--- src/rtl/image_pkg.sv ---
// image_pkg: shared size defaults, FSM encoding and power-up pixel pattern for image_memory.
package image_pkg;
    localparam int DEF_ROWS  = 4;
    localparam int DEF_COLS  = 4;
    localparam int DEF_WIDTH = 32;

    typedef enum logic {FILL = 1'b0, FULL = 1'b1} state_t;

    // -1 on the border, +1 inside, returned sign-extended and masked to width bits
    function automatic logic [63:0] default_pixel(input int r, input int c, input int rows,
                                                  input int cols, input int width);
        logic [63:0] mask;
        mask = (width >= 64) ? '1 : ((64'd1 << width) - 64'd1);
        return ((r == 0 || r == rows - 1 || c == 0 || c == cols - 1) ? '1 : 64'd1) & mask;
    endfunction
endpackage

--- src/rtl/image_bank.sv ---
// image_bank: ROWS x COLS pixel register file with one write port and full parallel read.
module image_bank
    import image_pkg::*;
#(
    parameter int ROWS  = DEF_ROWS,
    parameter int COLS  = DEF_COLS,
    parameter int WIDTH = DEF_WIDTH,
    localparam int RW   = (ROWS > 1) ? $clog2(ROWS) : 1,
    localparam int CW   = (COLS > 1) ? $clog2(COLS) : 1
) (
    input  logic                                  clock,
    input  logic                                  reset,
    input  logic                                  we,
    input  logic [RW-1:0]                         row,
    input  logic [CW-1:0]                         col,
    input  logic [WIDTH-1:0]                      wdata,
    output logic [ROWS-1:0][COLS-1:0][WIDTH-1:0]  data
);
    logic [ROWS-1:0][COLS-1:0][WIDTH-1:0] mem_q, mem_d, dflt;

    for (genvar r = 0; r < ROWS; r++) begin : g_row
        for (genvar c = 0; c < COLS; c++) begin : g_col
            localparam logic [63:0] D = default_pixel(r, c, ROWS, COLS, WIDTH);
            assign dflt[r][c] = D[WIDTH-1:0];
        end
    end

    always_comb begin
        mem_d = mem_q;
        if (we) mem_d[row][col] = wdata;
    end

    always_ff @(posedge clock or posedge reset) begin
        if (reset) mem_q <= dflt;
        else       mem_q <= mem_d;
    end

    assign data = mem_q;
endmodule

--- src/rtl/image_memory.sv ---
// image_memory: double-buffered frame store; raster pixels fill the shadow bank, which is
// swapped in as the active bank once full and the consumer has released the current frame.
module image_memory
    import image_pkg::*;
#(
    parameter int ROWS  = DEF_ROWS,
    parameter int COLS  = DEF_COLS,
    parameter int WIDTH = DEF_WIDTH
) (
    input  logic                                  clock,
    input  logic                                  reset,
    input  logic [WIDTH-1:0]                      in_data,
    input  logic                                  in_valid,
    output logic                                  in_ready,
    input  logic                                  abort,
    input  logic                                  frame_done,
    output logic [ROWS-1:0][COLS-1:0][WIDTH-1:0]  memory_output,
    output logic                                  frame_valid
);
    localparam int RW = (ROWS > 1) ? $clog2(ROWS) : 1;
    localparam int CW = (COLS > 1) ? $clog2(COLS) : 1;
    localparam logic [RW-1:0] ROW_LAST = RW'(ROWS - 1);
    localparam logic [CW-1:0] COL_LAST = CW'(COLS - 1);

    state_t                               state_q, state_d;
    logic [RW-1:0]                        row_q, row_d;
    logic [CW-1:0]                        col_q, col_d;
    logic                                 bank_q, bank_d;
    logic                                 frame_valid_q, frame_valid_d;
    logic                                 accept, last, swap;
    logic [ROWS-1:0][COLS-1:0][WIDTH-1:0] data0, data1;

    assign in_ready = (state_q == FILL);
    assign accept   = in_valid && in_ready && !abort;
    assign last     = (row_q == ROW_LAST) && (col_q == COL_LAST);
    assign swap     = (state_q == FULL) && !abort && (!frame_valid_q || frame_done);

    always_comb begin
        state_d       = state_q;
        row_d         = row_q;
        col_d         = col_q;
        bank_d        = bank_q;
        frame_valid_d = swap ? 1'b1 : (frame_valid_q && !frame_done);
        if (abort) begin
            state_d = FILL;
            row_d   = '0;
            col_d   = '0;
        end else if (swap) begin
            state_d = FILL;
            bank_d  = !bank_q;
        end else if (accept) begin
            col_d   = (col_q == COL_LAST) ? '0 : col_q + 1'b1;
            row_d   = (col_q != COL_LAST) ? row_q : (row_q == ROW_LAST) ? '0 : row_q + 1'b1;
            state_d = last ? FULL : FILL;
        end
    end

    always_ff @(posedge clock or posedge reset) begin
        if (reset) begin
            state_q       <= FILL;
            row_q         <= '0;
            col_q         <= '0;
            bank_q        <= 1'b0;
            frame_valid_q <= 1'b1;
        end else begin
            state_q       <= state_d;
            row_q         <= row_d;
            col_q         <= col_d;
            bank_q        <= bank_d;
            frame_valid_q <= frame_valid_d;
        end
    end

    // bank_q names the active bank; writes only ever go to the other one
    image_bank #(.ROWS(ROWS), .COLS(COLS), .WIDTH(WIDTH)) u_bank0 (
        .clock (clock),
        .reset (reset),
        .we    (accept && bank_q),
        .row   (row_q),
        .col   (col_q),
        .wdata (in_data),
        .data  (data0)
    );

    image_bank #(.ROWS(ROWS), .COLS(COLS), .WIDTH(WIDTH)) u_bank1 (
        .clock (clock),
        .reset (reset),
        .we    (accept && !bank_q),
        .row   (row_q),
        .col   (col_q),
        .wdata (in_data),
        .data  (data1)
    );

    assign memory_output = bank_q ? data1 : data0;
    assign frame_valid   = frame_valid_q;
endmodule
--- config.mk ---
export PLATFORM = sky130hd
export DESIGN_NAME = image_memory
export DESIGN_NICKNAME = d
export VERILOG_FILES = /design/src/rtl/image_pkg.sv /design/src/rtl/image_bank.sv /design/src/rtl/image_memory.sv
export SDC_FILE = /design/constraint.sdc
export NUM_CORES = 2
export LEC_CHECK = 0
export BUFFER_PORTS_ARGS = -buffer_cell sky130_fd_sc_hd__buf_2
export CAP_MARGIN = 25
export CORE_UTILIZATION = 59
export CTS_CLUSTER_DIAMETER = 50
export DETAILED_ROUTE_END_ITERATION = 6
export MAX_ROUTING_LAYER = met4
export PLACE_DENSITY = 0.84
export SKIP_LAST_GASP = 1
export SYNTH_ARGS = -nofsm -noshare
export SYNTH_HDL_FRONTEND = slang
export SYNTH_SLANG_ARGS = --single-unit
--- constraint.sdc ---
create_clock -name clock -period 41.6 [get_ports clock]
set_clock_uncertainty 0.15 [all_clocks]
set_input_delay 2.08 -clock clock [delete_from_list [all_inputs] [get_ports clock]]
set_output_delay 2.08 -clock clock [all_outputs]
set_load 0.03 [all_outputs]
==> results.md <==
* Die Y at 281 um
* Slowest-stage cell, CP: sky130_fd_sc_hd__dfrtp_4
* Worst voltage drop across the vdd grid at 0.0317 mV
* Layout cells sized above 1 at 88.3%
* Maximum single-stage delay on the critical path at 0.85 ns
* List of most frequent post-synthesis cells: sky130_fd_sc_hd__mux2_2 (1449), sky130_fd_sc_hd__dfstp_2 (777), sky130_fd_sc_hd__dfrtp_1 (254)
* Via count of the first global-routing pass at 28900
* Routed length per instance at 27.1 um
* Hold endpoint: u_bank0.data[178]
* TritonCTS Buffers at 111
* Mapped Cells at 2910
* Resized cells post-CTS at 0
* Sequence of cells on the critical path: buf_12, buf_4, buf_16, mux2_2, buf_2
* Die area at 0.0790 mm2
* Transition time of the tightest slew-check pin at 1.32 ns
* Crit Path Max Fanout at 191
* Count of buffers from port buffering at 550
* Cell at the root of the clock tree: sky130_fd_sc_hd__clkbuf_16
* Number of cells on the worst reg-to-reg path at 4
* Post-layout utilization of the core at 69.5%
* Yosys top cell area share at 44.4%
* Most instantiated library cell after synthesis: sky130_fd_sc_hd__mux2_2
* Wire length of the first global-routing pass at 182000 um
* Dominant cells by area after synthesis: sky130_fd_sc_hd__dfstp_2 (44%), sky130_fd_sc_hd__mux2_2 (35%), sky130_fd_sc_hd__dfrtp_1 (14%)
* Average vias per placed instance at 5.88
* RSZ-0062 raised after global routing: no
* H-tree lvl count at 3
* Power per cell area at 44.5 mW/mm2
* Most frequently used flop master after synthesis: sky130_fd_sc_hd__dfstp_2
* Net count of the mapped netlist at 2955
* Portion of the post-synthesis area used by sequential elements at 58.2%
* Width of the die at 281 um
* Count of nets left with antenna violations after detail routing at 0
* Post-synth EDFFs at 0
* Post-DP HPWL at 76700 um
* Core ar. at 0.0766 mm2
* Synthesis-to-layout area growth at 15.8%
* Async S/R FF share, synth at 100%
* Kind of end point of the critical path: output port
* Avg Inst Size Synth at 15.8 um2
* Cell taking the most area after synthesis: sky130_fd_sc_hd__dfstp_2
* Post-CTS Hold Buffers at 0
* Std cell rows at 101
* Beginning of the worst hold path: u_bank0.data[178]
* Initial core utilization at 60.0%
* Hold Path Stages at 1
* Clock sink total at 1031
* Clock latency on the worst-skew pair at 0.64 ns
* Number of antenna violations at the first check in global routing at 2
* Share of the cycle needed by the critical path after routing at 15.2%
* Fmax at 0.158 GHz
* Buffers plus inverters on the worst setup path at 4
* Worst Setup Start Kind: flip-flop
* FF-to-FF setup slack at 38.13 ns
* Worst min-delay path category: flip-flop to flip-flop
* Buffer count from post-CTS setup fixing at 0
* Endpoints failing hold at 0
* Aggregate global-route resource usage at 31.8%
* Final-report max-slew violation count at 0
* Final setup vio count at 0
* Number of design-rule violations left by the first detailed-router iteration at 1281
* Router iterations before antenna repair at 5
* Pin count of the biggest net entering global routing at 198
* Maximum number of buffers from clock root to sink at 3
* Total of max-cap violations at 0
* Max-Slew Margin vs Limit at 11.8%
* Leak at 0.0252 uW
* Total via count after detailed routing at 26400
* Run status: completed
* Final Routed Wirelength at 122000 um
* Crit Reg-Reg Endpoint: u_bank0.data[485]
* Total negative setup slack at 0 ns
* Number of distinct library cells after synthesis at 31
* Time the worst path needs with I/O delays and setup at 6.34 ns
* Ys Warns at 0
* Cell type group with the largest total delay on the critical path: buffers and inverters
* Cell Area, Synth at 0.0460 mm2
* Critical path arrival at 4.11 ns
* TritonCTS clock tree: built
* Critical path class: flip-flop to output port
* Overall overflow remaining after global route at 0
* I/O pins at 551
* Count of nets after finishing at 3409
* Clock transition at path regs at 0.06 ns
* Worst reg2reg startpoint: bank_q
* Gp weighted congestion at 0.841
* Register bit total from synthesis at 1031
* Remaining DRCs at 0
* Req. time, crit path at 39.37 ns
## power breakdown
group	total (uW)	internal [uW]	switching (uW)
registers	1140	1110	31.1
clock network	999	593	406
logic	231	90.7	140
total	2370	1790	577
## worst max-delay path by stage
stage | endpoint | cells past startpoint | slack (ns) | startpoint
floorplan | bank_q | 1 | 11.64 | reset
global placement | u_bank0.data[290] | 6 | 35.28 | reset
detailed placement | u_bank0.data[194] | 6 | 34.96 | reset
CTS | memory_output[503] | 4 | 35.21 | bank_q
global route | memory_output[412] | 5 | 35.10 | bank_q
finish | memory_output[412] | 5 | 35.26 | bank_q
## cell families after synthesis
logic type	Yosys count	synth area share [%]
xor gates and xnor gates	2	0.0381
and+or+nand+nor	59	0.863
DFF	1031	58.2
muxes	1537	37.6
AOI/OAI and AO/OA	4	0.0517
adders and majority gates	8	0.218
buffers and inverters	269	2.95
## per-stage QoR
step | setup slack [ns] | instance area [um2] | std cells | power (uW) | hold slack, ns
6_report | 35.26 | 53200 | 4493 | 2370 | 0.331
5_1_grt | 35.10 | 53200 | 4491 | 2450 | 0.346
4_1_cts | 35.21 | 53000 | 4483 | 2380 | 0.335
3_5_place_dp | 34.96 | 49300 | 4274 | 1380 | 0.321
3_3_place_gp | 35.28 | 49200 | 4270 | 1370 | 0.312
2_1_floorplan | 11.64 | 46000 | 2910 | 1310 | 0.302
## placed cells by master (no fill, tap or decap), drive strengths merged, types with 9 or more instances in the layout
cell and instances:
clkbuf 154, buf 604, dfstp 777, nand3 9, dfrtp 254, inv 15
clkinv 32, mux2 1536, nor2 17
## sequential cells by signal, summed over array words and instances, names as in the netlist
signal        count
bank_q            1
col_q             2
frame_valid       1
row_q             2
state_q           1
u_bank0.data    512
u_bank1.data    512
## layer usage
layer / up-vias / track usage, % / share of wire [%]
met2: 769 / 49.9 / 49
met3: 302 / 6.48 / 5.8
li1: 11300 / - / -
met5: - / - / 0
met4: 0 / 16.9 / 5.4
met1: 14100 / 38.8 / 40
## area by class of cell
| type | instances | area [um2] |
|---|---|---|
| well taps | 1030 | 1290 |
| diodes | 3 | 7.51 |
| multi-input cells | 1610 | 18000 |
| repair buffers | 604 | 3370 |
| clock inverters | 55 | 563 |
| inverters | 6 | 30.0 |
| flip-flops and latches | 1031 | 26800 |
| fillers | 4932 | 23400 |
| clock buffers | 154 | 3210 |
No activity file was read; power rests on OpenSTA's default activity.
